File: config.mk
export PLATFORM = sky130hd
export DESIGN_NAME = wshb_rr_arbiter
export DESIGN_NICKNAME = d
export VERILOG_FILES = /design/src/rtl/wshb_rr_arbiter.sv
export SDC_FILE = /design/constraint.sdc
export NUM_CORES = 1
export LEC_CHECK = 0
export BUFFER_PORTS_ARGS = -buffer_cell sky130_fd_sc_hd__clkbuf_2
export CAP_MARGIN = 20
export CORE_AREA = 2 2 130 132
export DETAILED_ROUTE_END_ITERATION = 7
export DIE_AREA = 0 0 132 134
export HOLD_SLACK_MARGIN = 0.08
export PLACE_DENSITY_LB_ADDON = 0.12
export SKIP_LAST_GASP = 1
export SYNTH_ARGS = -nofsm -noshare
export SYNTH_HDL_FRONTEND = slang
export SYNTH_SLANG_ARGS = --single-unit
File: constraint.sdc
create_clock -name sys_clk -period 1.68 [get_ports sys_clk]
set_clock_uncertainty 0.15 [all_clocks]
set_input_delay 0.252 -clock sys_clk [delete_from_list [all_inputs] [get_ports sys_clk]]
set_output_delay 0.252 -clock sys_clk [all_outputs]
set_load 0.1 [all_outputs]
File: src/rtl/wshb_rr_arbiter.sv
// wshb_rr_arbiter: two-master round-robin Wishbone arbiter in front of the single SDRAM slave
// Ports: sys_clk/sys_rst (async, active-high); m0_*/m1_* master sides (cyc, stb, we, adr, dat_ms, sel,
// cti, bte in; dat_sm, ack, err, rty out); s_* slave side; gnt one-hot grant (00 = idle);
// wd_fault sticky watchdog flag. Optional watchdog enabled by defining ARB_WATCHDOG_EN.
module wshb_rr_arbiter #(
  parameter int ADR_W = 32
`ifdef ARB_WATCHDOG_EN
  , parameter int TIMEOUT = 255
`endif
) (
  input  logic             sys_clk,
  input  logic             sys_rst,
  input  logic             m0_cyc,
  input  logic             m0_stb,
  input  logic             m0_we,
  input  logic [ADR_W-1:0] m0_adr,
  input  logic [31:0]      m0_dat_ms,
  input  logic [3:0]       m0_sel,
  input  logic [2:0]       m0_cti,
  input  logic [1:0]       m0_bte,
  output logic [31:0]      m0_dat_sm,
  output logic             m0_ack,
  output logic             m0_err,
  output logic             m0_rty,
  input  logic             m1_cyc,
  input  logic             m1_stb,
  input  logic             m1_we,
  input  logic [ADR_W-1:0] m1_adr,
  input  logic [31:0]      m1_dat_ms,
  input  logic [3:0]       m1_sel,
  input  logic [2:0]       m1_cti,
  input  logic [1:0]       m1_bte,
  output logic [31:0]      m1_dat_sm,
  output logic             m1_ack,
  output logic             m1_err,
  output logic             m1_rty,
  output logic             s_cyc,
  output logic             s_stb,
  output logic             s_we,
  output logic [ADR_W-1:0] s_adr,
  output logic [31:0]      s_dat_ms,
  output logic [3:0]       s_sel,
  output logic [2:0]       s_cti,
  output logic [1:0]       s_bte,
  input  logic [31:0]      s_dat_sm,
  input  logic             s_ack,
  input  logic             s_err,
  input  logic             s_rty,
  output logic [1:0]       gnt,
  output logic             wd_fault
);
  typedef enum logic [1:0] {IDLE, G0, G1} state_t;
  state_t state, state_nx;
  logic last, last_nx;
  logic sel0, sel1, stb_g, wd_hit;
  always_ff @(posedge sys_clk or posedge sys_rst)
    if (sys_rst) begin
      state <= IDLE;
      last  <= 1'b1;
    end else begin
      state <= state_nx;
      last  <= last_nx;
    end
  // A burst ends only when the owner drops cyc; a waiting master is handed over on that same edge.
  always_comb begin
    state_nx = state;
    last_nx  = last;
    case (state)
      IDLE: state_nx = (m0_cyc & m1_cyc) ? (last ? G0 : G1) : m0_cyc ? G0 : m1_cyc ? G1 : IDLE;
      G0: if (!m0_cyc) begin
        last_nx  = 1'b0;
        state_nx = m1_cyc ? G1 : IDLE;
      end
      G1: if (!m1_cyc) begin
        last_nx  = 1'b1;
        state_nx = m0_cyc ? G0 : IDLE;
      end
      default: state_nx = IDLE;
    endcase
  end
  assign sel0  = state == G0;
  assign sel1  = state == G1;
  assign gnt   = {sel1, sel0};
  assign stb_g = (sel0 & m0_stb) | (sel1 & m1_stb);
  // A watchdog expiry withdraws cyc/stb from the slave for the cycle the error is reported.
  assign s_cyc    = ((sel0 & m0_cyc) | (sel1 & m1_cyc)) & ~wd_hit;
  assign s_stb    = stb_g & ~wd_hit;
  assign s_we     = (sel0 & m0_we) | (sel1 & m1_we);
  assign s_adr    = sel0 ? m0_adr : sel1 ? m1_adr : '0;
  assign s_dat_ms = sel0 ? m0_dat_ms : sel1 ? m1_dat_ms : '0;
  assign s_sel    = sel0 ? m0_sel : sel1 ? m1_sel : '0;
  assign s_cti    = sel0 ? m0_cti : sel1 ? m1_cti : '0;
  assign s_bte    = sel0 ? m0_bte : sel1 ? m1_bte : '0;
  assign m0_dat_sm = s_dat_sm;
  assign m1_dat_sm = s_dat_sm;
  assign m0_ack = sel0 & s_ack;
  assign m1_ack = sel1 & s_ack;
  assign m0_err = sel0 & (s_err | wd_hit);
  assign m1_err = sel1 & (s_err | wd_hit);
  assign m0_rty = sel0 & s_rty;
  assign m1_rty = sel1 & s_rty;
`ifdef ARB_WATCHDOG_EN
  logic [7:0] cnt;
  logic fault;
  logic term;
  assign term   = s_ack | s_err | s_rty;
  assign wd_hit = (sel0 | sel1) && cnt == 8'(TIMEOUT);
  always_ff @(posedge sys_clk or posedge sys_rst)
    if (sys_rst) begin
      cnt   <= '0;
      fault <= 1'b0;
    end else begin
      cnt   <= (state_nx != state || state == IDLE || term || wd_hit) ? '0 : cnt + {7'd0, stb_g};
      fault <= fault | wd_hit;
    end
  assign wd_fault = fault;
`else
  assign wd_hit   = 1'b0;
  assign wd_fault = 1'b0;
`endif
endmodule

Word level (Yosys, flattened, before mapping):

Index checks and enable logic that the tools add are counted.

* equality and inequality tests: 4
* multiplexer cells: 21
* bitwise operators: 16
* reduce and logical (&&, ||, !) cells: 4

Operator list (number)
* $mux 32: 4
* $mux 2: 8
* $and 1x1->1: 13
* $mux 4: 2
* $mux 3: 2
* $pmux 2 s3: 1
* $ne 2x2->1 const B: 2
* $mux 1: 3
* $or 1x1->1: 3
* $reduce_and 3->1: 1
* $eq 2x1->1 const B: 1
* $eq 2x2->1 const B: 1
* $logic_not 2->1: 1
* $pmux 1 s2: 1
* $reduce_and 2->1: 1
* $reduce_bool 2->1: 1

* flip-flop bits (word level): 3
* bits of input ports: 189
* output and inout port bits: 149
* logic and storage cells: 47

Logic depth before layout (Yosys ltp):

Gate-level depths: netlist of run 1.

* depth in word-level cells: 4
* depth in mapped cells: 4
* gate-level depth less buffers: 3

Least setup slack after synthesis of run 1:

Ideal clock, no wire load.

* path type: reg-to-output
* start point: register state[1]
* end point: output s_adr[0]
* arrival: 1.612 ns
* required time: 1.278 ns
* setup slack: -0.334 ns
* cell stages (with the launch flop): 5
* path buffers: 2
* path through: dfrtp_1 > nor2b_1 > buf_4 > buf_6 > a22o_1

* longest elaborated chain between the ends: 3
* elaborated cells between the ends (all ways): 4
* those cells by class: eq/ne (2); mux (2)

RTL lines
* from (decl): RTL line 53 `state_t state, state_nx;`
* from (signal assigned): RTL line 61 `state <= state_nx;`
* $eq 2x2->1: RTL line 82 `assign sel1 = state == G1;`
* $mux 32: RTL line 89 `assign s_adr = sel0 ? m0_adr : sel1 ? m1_adr : '0;`
* $mux 32 (*): RTL line 89
* to (decl): RTL line 40 `output logic [ADR_W-1:0] s_adr,`

Mark *: on every way between the ends. The rest lies on a longest branch, timed or not.

Worst setup path after layout of run 1:

* start point: register state[1]
* end point: output s_dat_ms[5]

* longest elaborated chain between the ends: 3
* elaborated cells between the ends (all ways): 4
* those cells by class: eq/ne (2); mux (2)

RTL lines
* $eq 2x2->1: RTL line 82
* $mux 32: RTL line 90 `assign s_dat_ms = sel0 ? m0_dat_ms : sel1 ? m1_dat_ms : '0;`
* $mux 32 (*): RTL line 90
* to (decl): RTL line 41 `output logic [31:0] s_dat_ms,`

Marks and branches as above.

==> results.txt, run 1 <==
DR iter-0 viols: 21
CTS Buf Count: 3
Synth Warn #: 0
number of clock sinks: 3
CTS clk-pin slew, worst paths: 0.03 ns
antenna violations before repair: 0
Distinct cells, synth: 15
final setup vio count: 84
CTS H-tree depth: 1
worst slack at placement: -0.0730 ns
placed cell count: 575
I/O pins: 338
Yosys reg bits: 3
vias in the first global route: 2,357
Final Cycle Share: 119%
maximum root-to-sink buffer count: 2
site row count: 47
status: finished with violations
Placer Congestion: 0.698
CP Max Fanout: 5
Fin. Hold Viols: 0
Final Cell Area: 0.00502 mm^2
WL/cell: 15.9 um
full die area: 0.0177 mm^2
worst reg2reg path depth: 6
Die Height: 134 um
CP most frequent cell: buf_12
Max Cap Viol: 0
largest net degree at the start of global routing: 28
Total GRT Usage: 9.59%
CP required: 1.28 ns
Nets: 573
PortBufs: 240
layout cells sized above 1: 95.8%
Worst EP arrival: 1.59 ns
average cell area after synthesis: 8.16 um^2
Root Buffer: clkbuf_16
f_max: 501 MHz
Chip Width: 132 um
Worst path max stage delay: 0.38 ns
growth of design area from synthesis to finish: 235%
post-layout util: 30.8%
core area: 0.0163 mm^2
max-slew violation count: 0
CTS tree: done
Initial Util: 9.22%
Hold Path Class: input port to register
leakage power: 0.00250 uW
VDD IR max: 525 uV
failing checks: setup timing
DR vias/cell: 3.64
crit path to: s_dat_ms[5]
DP Wirelength: 7.34 mm
final antenna diode count: 0
critical path depth: 6
crit start category: register
RSZ-0062 raised after global routing: yes
first-pass GRT wire length: 13.4 mm
WP buf/inv: 4
crit path capture type: output port
fin cells: 603
setup TNS: -23.56 ns
fraction of the yosys area taken by sequential cells: 5.08%
Post-DP Area: 0.00443 mm^2
DR pass1 iterations: 3
ordered list of cells on the worst path: nor2b_4, buf_12, buf_12, clkbuf_16, a22o_4, buf_12
Post-Syn Nets: 373
Top delay family on crit path: buffers and inverters
fin crit period: 2.00 ns
setup slack, reg-to-reg: 0.32 ns
area of the mapped netlist: 0.00150 mm^2
Worst R2R Start: state[1]$_DFFE_PP0P_
CP max stage cell: dfrtp_1
Final WS setup: -0.317 ns
clock latency at the later pin of the worst-skew pair: 0.22 ns
Power Density: 1250 mW/mm^2
Critical R2R Capture: state[1]$_DFFE_PP0P_
DRC violations left: 0
Routed Antenna Nets: 0
CP startpoint: state[1]$_DFFE_PP0P_
WS Path Type: register to output port
DRT Wirelength: 9.58 mm
most frequent cells in the layout: clkbuf_2 (156), buf_12 (93), a22o_4 (72), clkbuf_16 (10), buf_4 (9)
via count: 2,197
aggregate global routing overflow: 0
Syn Inst Count: 184
most common cell after layout, fill and taps aside: clkbuf_2
## repair_timing
action                                  4_1_cts  5_1_grt
hold buffers                                  1        0
endpoints found under the setup margin       84       84
pin swaps                                    10       45
gates resized for setup                      12       17
hold endpoints to repair                      3        0
cloned                                        5        8
buffers inserted                              7        3
## report_power, final
group	leakage, uW	switching (uW)	total, uW	internal, uW
clock	0.0000382	66.3	380	313
sequential	0.0000357	16.0	110	94.0
combinational	0.00242	3400	5800	2400
total	0.00250	3480	6290	2810
## worst min path at each step
stage / from / end / slack (ns) / cells after the start
after floorplan: sys_rst / state[0]$_DFFE_PP0P_ / -0.15 / 1
after CTS: m1_cyc / state[1]$_DFFE_PP0P_ / 0.16 / 3
after global placement: sys_rst / state[1]$_DFFE_PP0P_ / -0.03 / 2
after detailed placement: sys_rst / state[0]$_DFFE_PP0P_ / -0.03 / 2
after global routing: m0_cyc / state[0]$_DFFE_PP0P_ / 0.20 / 2
final: m1_cyc / state[1]$_DFFE_PP0P_ / 0.15 / 3
## kinds of logic (layout without fill, tap and decap cells)
kind of cell,after synthesis,count (layout),synth area share [%]
buf+inv,87,286,43.7
compound gates,81,81,46.3
simple gates,12,12,4.67
flops,3,3,5.08
other cells,1,1,0.250
## final cells by class
class / count / area, um^2
fillers: 1673 / 11300
repair buffers: 280 / 3150
multi-input cells: 94 / 1440
well taps: 220 / 275
clock buffers: 4 / 78.8
flip-flops and latches: 3 / 76.3
inverters: 2 / 7.51
## synthesized netlist by cell type
cell type,count,share of area [%]
o22ai_1,1,0.42
buf_6,8,6.0
and2_1,7,2.9
conb_1,1,0.25
dfstp_2,1,1.8
a22o_1,76,44
nor2b_1,3,1.3
inv_1,2,0.50
nor2_1,2,0.50
dfrtp_1,2,3.3
buf_2,8,2.7
a21oi_1,1,0.33
o22a_1,1,0.58
buf_4,69,35
o21ai_1,2,0.67
## layer usage
metal | global-route usage, % | part of all wire, % | wire, um
met2 | 16.9 | 52 | 5000
met1 | 10.9 | 37 | 3580
met5 | 0 | 0 | 0
met3 | 2.87 | 8.6 | 825
met4 | 3.74 | 1.8 | 171
## through the flow
stage	hold WS (ns)	power, uW
floorplan	-0.145	4320
global placement	-0.0268	5480
detailed placement	-0.0273	5490
CTS	0.162	6100
global route	0.204	6470
finish	0.155	6290
## state kept, by name (all words and copies together) (netlist names)
signal,count
last,1
state,2
## worst register-to-register path, delay by kind of cell (launching register included)
family	cells	cell delay (ns)
AOI/OAI and AO/OA	1	0.15
buffers and inverters	3	0.41
and+or+nand+nor	2	0.16
DFF	1	0.38
Power figures use the tool's default switching activity.
==> run 2: changes to the inputs <==
- CTS_BUF_LIST: unset -> sky130_fd_sc_hd__clkbuf_4 sky130_fd_sc_hd__clkbuf_8 sky130_fd_sc_hd__clkbuf_16
- CTS_CLUSTER_DIAMETER: unset -> 200
- RECOVER_POWER: unset -> 100
==> run 2 against run 1 <==
The flow still finishes with violations (setup timing). Global-route usage stayed put. Clock power increased by 4%. Via count barely moved. Final cell count is the same. Sequential share of layout area about the same. Die area unchanged. Critical path depth stayed put. Sequential cell count did not move. Setup slack about the same. Critical path type unchanged. Critical endpoint unchanged. Highest routed layer unchanged.
==> results.txt, run 2 (synthesis gave the netlist of run 1 again) <==
Power Density: 1250 mW/mm^2 (+0.21%)
Final WS setup: -0.317 ns (-0.000455 ns)
Initial Util: 9.22% (unchanged)
final setup vio count: 84 (unchanged)
Chip Width: 132 um (unchanged)
Total GRT Usage: 9.59% (unchanged)
Fin. Hold Viols: 0 (unchanged)
CTS H-tree depth: 1 (unchanged)
FF/Latch Area: 76.3 um^2 (unchanged)
VDD IR max: 525 uV (about the same)
f_max: 501 MHz (about the same)
Die Height: 134 um (unchanged)
core area: 0.0163 mm^2 (unchanged)
Routed Antenna Nets: 0 (unchanged)
DR vias/cell: 3.65 (about the same)
Layout fillers: 1,672 (-0.060%)
final antenna diode count: 0 (unchanged)
clock latency at the later pin of the worst-skew pair: 0.22 ns (about the same)
area taken by multi-input logic gates: 0.00144 mm^2 (unchanged)
Final Cycle Share: 119% (about the same)
via count: 2,199 (+0.091%)
largest net degree at the start of global routing: 28 (unchanged)
site row count: 47 (unchanged)
maximum root-to-sink buffer count: 2 (unchanged)
crit start category: register
Sequential Power Share: 1.7% (about the same)
Hold Path Class: input port to register
growth of design area from synthesis to finish: 235% (about the same)
first-pass GRT wire length: 13.4 mm (unchanged)
Regs by FF count: state: 2 flops, last: 1 flops
DRC violations left: 0 (unchanged)
Comb pwr share: 92.0% (-0.2 points)
Nets: 573 (unchanged)
DR iter-0 viols: 20 (-4.8%)
status: finished with violations
fin cells: 603 (unchanged)
layout cells sized above 1: 96.1% (+0.26 points)
Worst EP arrival: 1.60 ns (about the same)
Max Cap Viol: 0 (unchanged)
crit path capture type: output port
CP required: 1.28 ns (about the same)
placed cell count: 575 (unchanged)
aggregate global routing overflow: 0 (unchanged)
max reg flops: 2 (unchanged)
Post-DP Area: 0.00443 mm^2 (unchanged)
I/O pins: 338 (unchanged)
leakage power: 0.00250 uW (+0.13%)
antenna violations before repair: 0 (unchanged)
Switching Fraction: 55.2% (-0.12 points)
most common cell after layout, fill and taps aside: clkbuf_2
WL/cell: 15.9 um (+0.30%)
CTS Buf Count: 3 (unchanged)
vias in the first global route: 2,357 (unchanged)
full die area: 0.0177 mm^2 (unchanged)
CTS clk-pin slew, worst paths: 0.03 ns (about the same)
fin crit period: 2.00 ns (+0.000455 ns)
P_sw: 3480 uW (about the same)
Reg with most FFs: state
CP Max Fanout: 5 (unchanged)
internal power: 2820 uW (+0.55%)
DRT Wirelength: 9.61 mm (+0.30%)
Root Buffer: clkbuf_16
CTS tree: done
failing checks: setup timing
most frequent cells in the layout: clkbuf_2 (156), buf_12 (93), a22o_4 (72), clkbuf_16 (10), buf_4 (9)
number of clock sinks: 3 (unchanged)
Final Cell Area: 0.00503 mm^2 (about the same)
Placer Congestion: 0.698 (unchanged)
PortBufs: 240 (unchanged)
RSZ-0062 raised after global routing: yes
WS Path Type: register to output port
share of total power in the clock network: 6.3% (+0.3 points)
DR pass1 iterations: 4 (+1)
DP Wirelength: 7.34 mm (unchanged)
max-slew violation count: 0 (unchanged)
-- run 2: cell counts in the layout (fill, tap and decap cells not counted) --
No cell type changed its count.
-- run 2: timing repair --
item	in CTS	in global routing
pin swaps	10	45
setup buffers	7	3
hold buffers	1	0
gates resized for setup	12	17
endpoints found under the hold margin	3	0
gates cloned	5	8
setup endpoints to repair	84	84
-- run 2: through the flow --
step | hold WS, ns | total power (uW) | setup WS (ns) | TNS (ns) | utilization, %
4_1_cts | 0.162 | 6120 | -0.329 | -25.40 | 29.2
2_1_floorplan | -0.145 | 4320 | -0.130 | -0.405 | -
3_3_place_gp | -0.0268 | 5480 | -0.0539 | -2.06 | 27.2
3_5_place_dp | -0.0273 | 5490 | -0.0730 | -2.74 | 27.2
5_1_grt | 0.200 | 6480 | -0.342 | -26.63 | 30.9
6_report | 0.155 | 6300 | -0.317 | -23.73 | 30.9
-- run 2: area by class of cell --
class,count,area share (%)
Sequential cell,3,1.52
Tap cell,220,5.48
Inverter,2,0.149
Multi-Input combinational cell,94,28.6
Clock buffer,4,1.64
Timing Repair Buffer,280,62.7
-- run 2: worst max-delay path, stage by stage (launching register included) --
cell and delay [ns]:
dfrtp_1 0.38, nor2b_4 0.14, buf_12 0.13, buf_12 0.14, clkbuf_16 0.16, a22o_4 0.25, buf_12 0.16
-- run 2: final timing paths --
check | startpoint | endpoint | slack, ns | depth (start not counted)
setup / recovery | state[1]$_DFFE_PP0P_ | s_dat_ms[5] | -0.32 | 6
hold / removal | m1_cyc | state[1]$_DFFE_PP0P_ | 0.15 | 3
setup reg to reg | state[1]$_DFFE_PP0P_ | state[1]$_DFFE_PP0P_ | 0.32 | 6
hold reg to reg | last$_DFFE_PP1P_ | last$_DFFE_PP1P_ | 0.36 | 2
max in group asynchronous | sys_rst | last$_DFFE_PP1P_ | 0.84 | 3
min in group asynchronous | sys_rst | state[1]$_DFFE_PP0P_ | 0.33 | 3
-- run 2: power groups by stage --
stage	logic [uW]	clock network, uW	registers [uW]
after floorplan	4210	0	109
after global placement	5370	0	111
after detailed placement	5380	0	111
after CTS	5610	401	109
after global routing	5970	408	112
final	5800	396	110
-- run 2: routing by layer --
layer / routed length (um) / vias to the layer above / track usage (%)
met5: 0 / - / 0
met2: 5020 / 142 / 16.9
met1: 3590 / 1010 / 10.9
li1: - / 1033 / -
met4: 171 / 0 / 3.74
met3: 825 / 14 / 2.87
==> run 3: changes to the inputs <==
- BUFFER_PORTS_ARGS: -buffer_cell sky130_fd_sc_hd__clkbuf_2 -> -buffer_cell sky130_fd_sc_hd__buf_2
==> run 3 against run 2 <==
The run still ends with setup timing left. Die area stayed put. Sequential power hardly changed. Combinational power is 2% lower. Setup slack better by 0.055 ns. Critical path type unchanged. Critical endpoint is now s_dat_ms[30]. Largest cell class unchanged. Highest routed layer unchanged.
==> results.txt, run 3 (synthesis gave the netlist of run 1 again) <==
status: finished with violations
failing checks: setup timing
Regs by FF count: state: 2 flops, last: 1 flops
CTS H-tree depth: 1 (unchanged)
CTS Buf Count: 3 (unchanged)
WL/cell: 16.1 um (+0.82%)
Total GRT Usage: 9.64% (+0.047 points)
leakage power: 0.00239 uW (-4.6%)
Nets: 562 (-1.9%)
Final WS setup: -0.262 ns (+0.0552 ns)
f_max: 515 MHz (+2.8%)
CP Max Fanout: 17 (+12)
maximum root-to-sink buffer count: 2 (unchanged)
Root Buffer: clkbuf_16
first-pass GRT wire length: 13.5 mm (+0.67%)
PortBufs: 240 (unchanged)
most frequent cells in the layout: buf_2 (155), buf_12 (87), a22o_4 (73), clkbuf_16 (8), buf_16 (8)
vias in the first global route: 2,411 (+2.3%)
Placer Congestion: 0.706 (+1.1%)
CP most frequent cell: buf_12
Reg with most FFs: state
final setup vio count: 84 (unchanged)
aggregate global routing overflow: 0 (unchanged)
DRC violations left: 0 (unchanged)
full die area: 0.0177 mm^2 (unchanged)
antenna violations before repair: 0 (unchanged)
DR pass1 iterations: 4 (unchanged)
CP max stage cell: dfrtp_1
growth of design area from synthesis to finish: 225%
core area: 0.0163 mm^2 (unchanged)
ordered list of cells on the worst path: buf_6, nor2b_4, buf_12, buf_16, a22o_4, buf_12
Hold Path Class: input port to register
Die Height: 134 um (unchanged)
fin cells: 592 (-1.8%)
CTS clk-pin slew, worst paths: 0.03 ns (about the same)
site row count: 47 (unchanged)
setup TNS: -19.82 ns (+3.91 ns)
crit start category: register
Worst path max stage delay: 0.38 ns (about the same)
max-slew violation count: 0 (unchanged)
Final Cycle Share: 116% (-3.3 points)
crit path capture type: output port
CTS tree: done
max reg flops: 2 (unchanged)
Chip Width: 132 um (unchanged)
final antenna diode count: 0 (unchanged)
I/O pins: 338 (unchanged)
DP Wirelength: 7.31 mm (-0.34%)
number of clock sinks: 3 (unchanged)
layout cells sized above 1: 96.0% (-0.12 points)
VDD IR max: 382 uV (-27%)
Max Cap Viol: 0 (unchanged)
DRT Wirelength: 9.51 mm (-1.0%)
Initial Util: 9.22% (unchanged)
clock latency at the later pin of the worst-skew pair: 0.22 ns (about the same)
placed cell count: 569 (-1.0%)
Power Density: 1270 mW/mm^2 (+1.5%)
RSZ-0062 raised after global routing: yes
fin crit period: 1.94 ns (-0.0552 ns)
DR vias/cell: 3.64 (-0.13%)
DR iter-0 viols: 32 (+60%)
Worst EP arrival: 1.54 ns (-0.06 ns)
Routed Antenna Nets: 0 (unchanged)
WS Path Type: register to output port
Fin. Hold Viols: 0 (unchanged)
most common cell after layout, fill and taps aside: buf_2
largest net degree at the start of global routing: 31 (+11%)
via count: 2,156 (-2.0%)
CP required: 1.28 ns (about the same)
[run 3: changes by cell type in the layout (fill, tap and decap cells not counted), sizes merged]
| cell | before | now |
|---|---|---|
| clkbuf | 167 | 11 |
| buf | 116 | 261 |
[run 3: power breakdown]
group	switching, uW	total (uW)	internal (uW)
Sequential	16.1	111	94.8
Combinational	3380	5700	2310
Clock	69.5	399	330
Total	3470	6210	2740
[run 3: path summary, 6_finish.rpt]
path                       slack, ns              endpoint  cells past startpoint                 start
hold reg to reg                 0.39      last$_DFFE_PP1P_                      2      last$_DFFE_PP1P_
max in group asynchronous       0.84      last$_DFFE_PP1P_                      3               sys_rst
min in group asynchronous       0.32  state[0]$_DFFE_PP0P_                      3               sys_rst
setup reg to reg                0.28  state[0]$_DFFE_PP0P_                      6  state[0]$_DFFE_PP0P_
setup / recovery               -0.26          s_dat_ms[30]                      6  state[1]$_DFFE_PP0P_
hold / removal                  0.15  state[1]$_DFFE_PP0P_                      3                m1_cyc
[run 3: layer usage]
| layer | global-route usage (%) | up-vias | part of all wire (%) | wire [um] |
|---|---|---|---|---|
| met1 | 10.3 | 990 | 35 | 3320 |
| met5 | 0 | - | 0 | 0 |
| met4 | 3.02 | 0 | 1.6 | 153 |
| met2 | 18.0 | 146 | 55 | 5190 |
| met3 | 3.06 | 12 | 8.8 | 838 |
| li1 | - | 1008 | - | - |
[run 3: area by class of cell]
type / instances / area (um^2)
clock buffer: 4 / 82.6
fill: 1674 / 11400
inverter: 2 / 7.51
multi-input combinational: 94 / 1440
sequential: 3 / 77.6
tap: 220 / 275
timing repair buffer: 269 / 2990
[run 3: timing repair]
action	in CTS	in global routing
endpoints found under the setup margin	84	84
gates resized for setup	10	14
endpoints found under the hold margin	3	0
buffers inserted	7	2
gates cloned	3	6
hold buffers	1	0
pin swaps	8	5
[run 3: through the flow]
step	util, %	hold WS [ns]	instance area (um^2)	total power [uW]	setup WS, ns
after floorplan	-	-0.145	2130	4320	-0.130
after global placement	26.8	0.00118	4370	5430	-0.102
after detailed placement	26.8	0.00985	4370	5460	-0.103
after CTS	28.6	0.159	4660	6070	-0.278
after global routing	29.9	0.189	4870	6390	-0.324
final	29.9	0.154	4870	6210	-0.262
[run 3: critical path, delay by kind of cell (launching register included)]
family,cells,cell delay (ns)
AO/OA/AOI/OAI,1,0.15
AND/OR/NAND/NOR,1,0.11
flip-flops,1,0.38
buffers and inverters,4,0.68
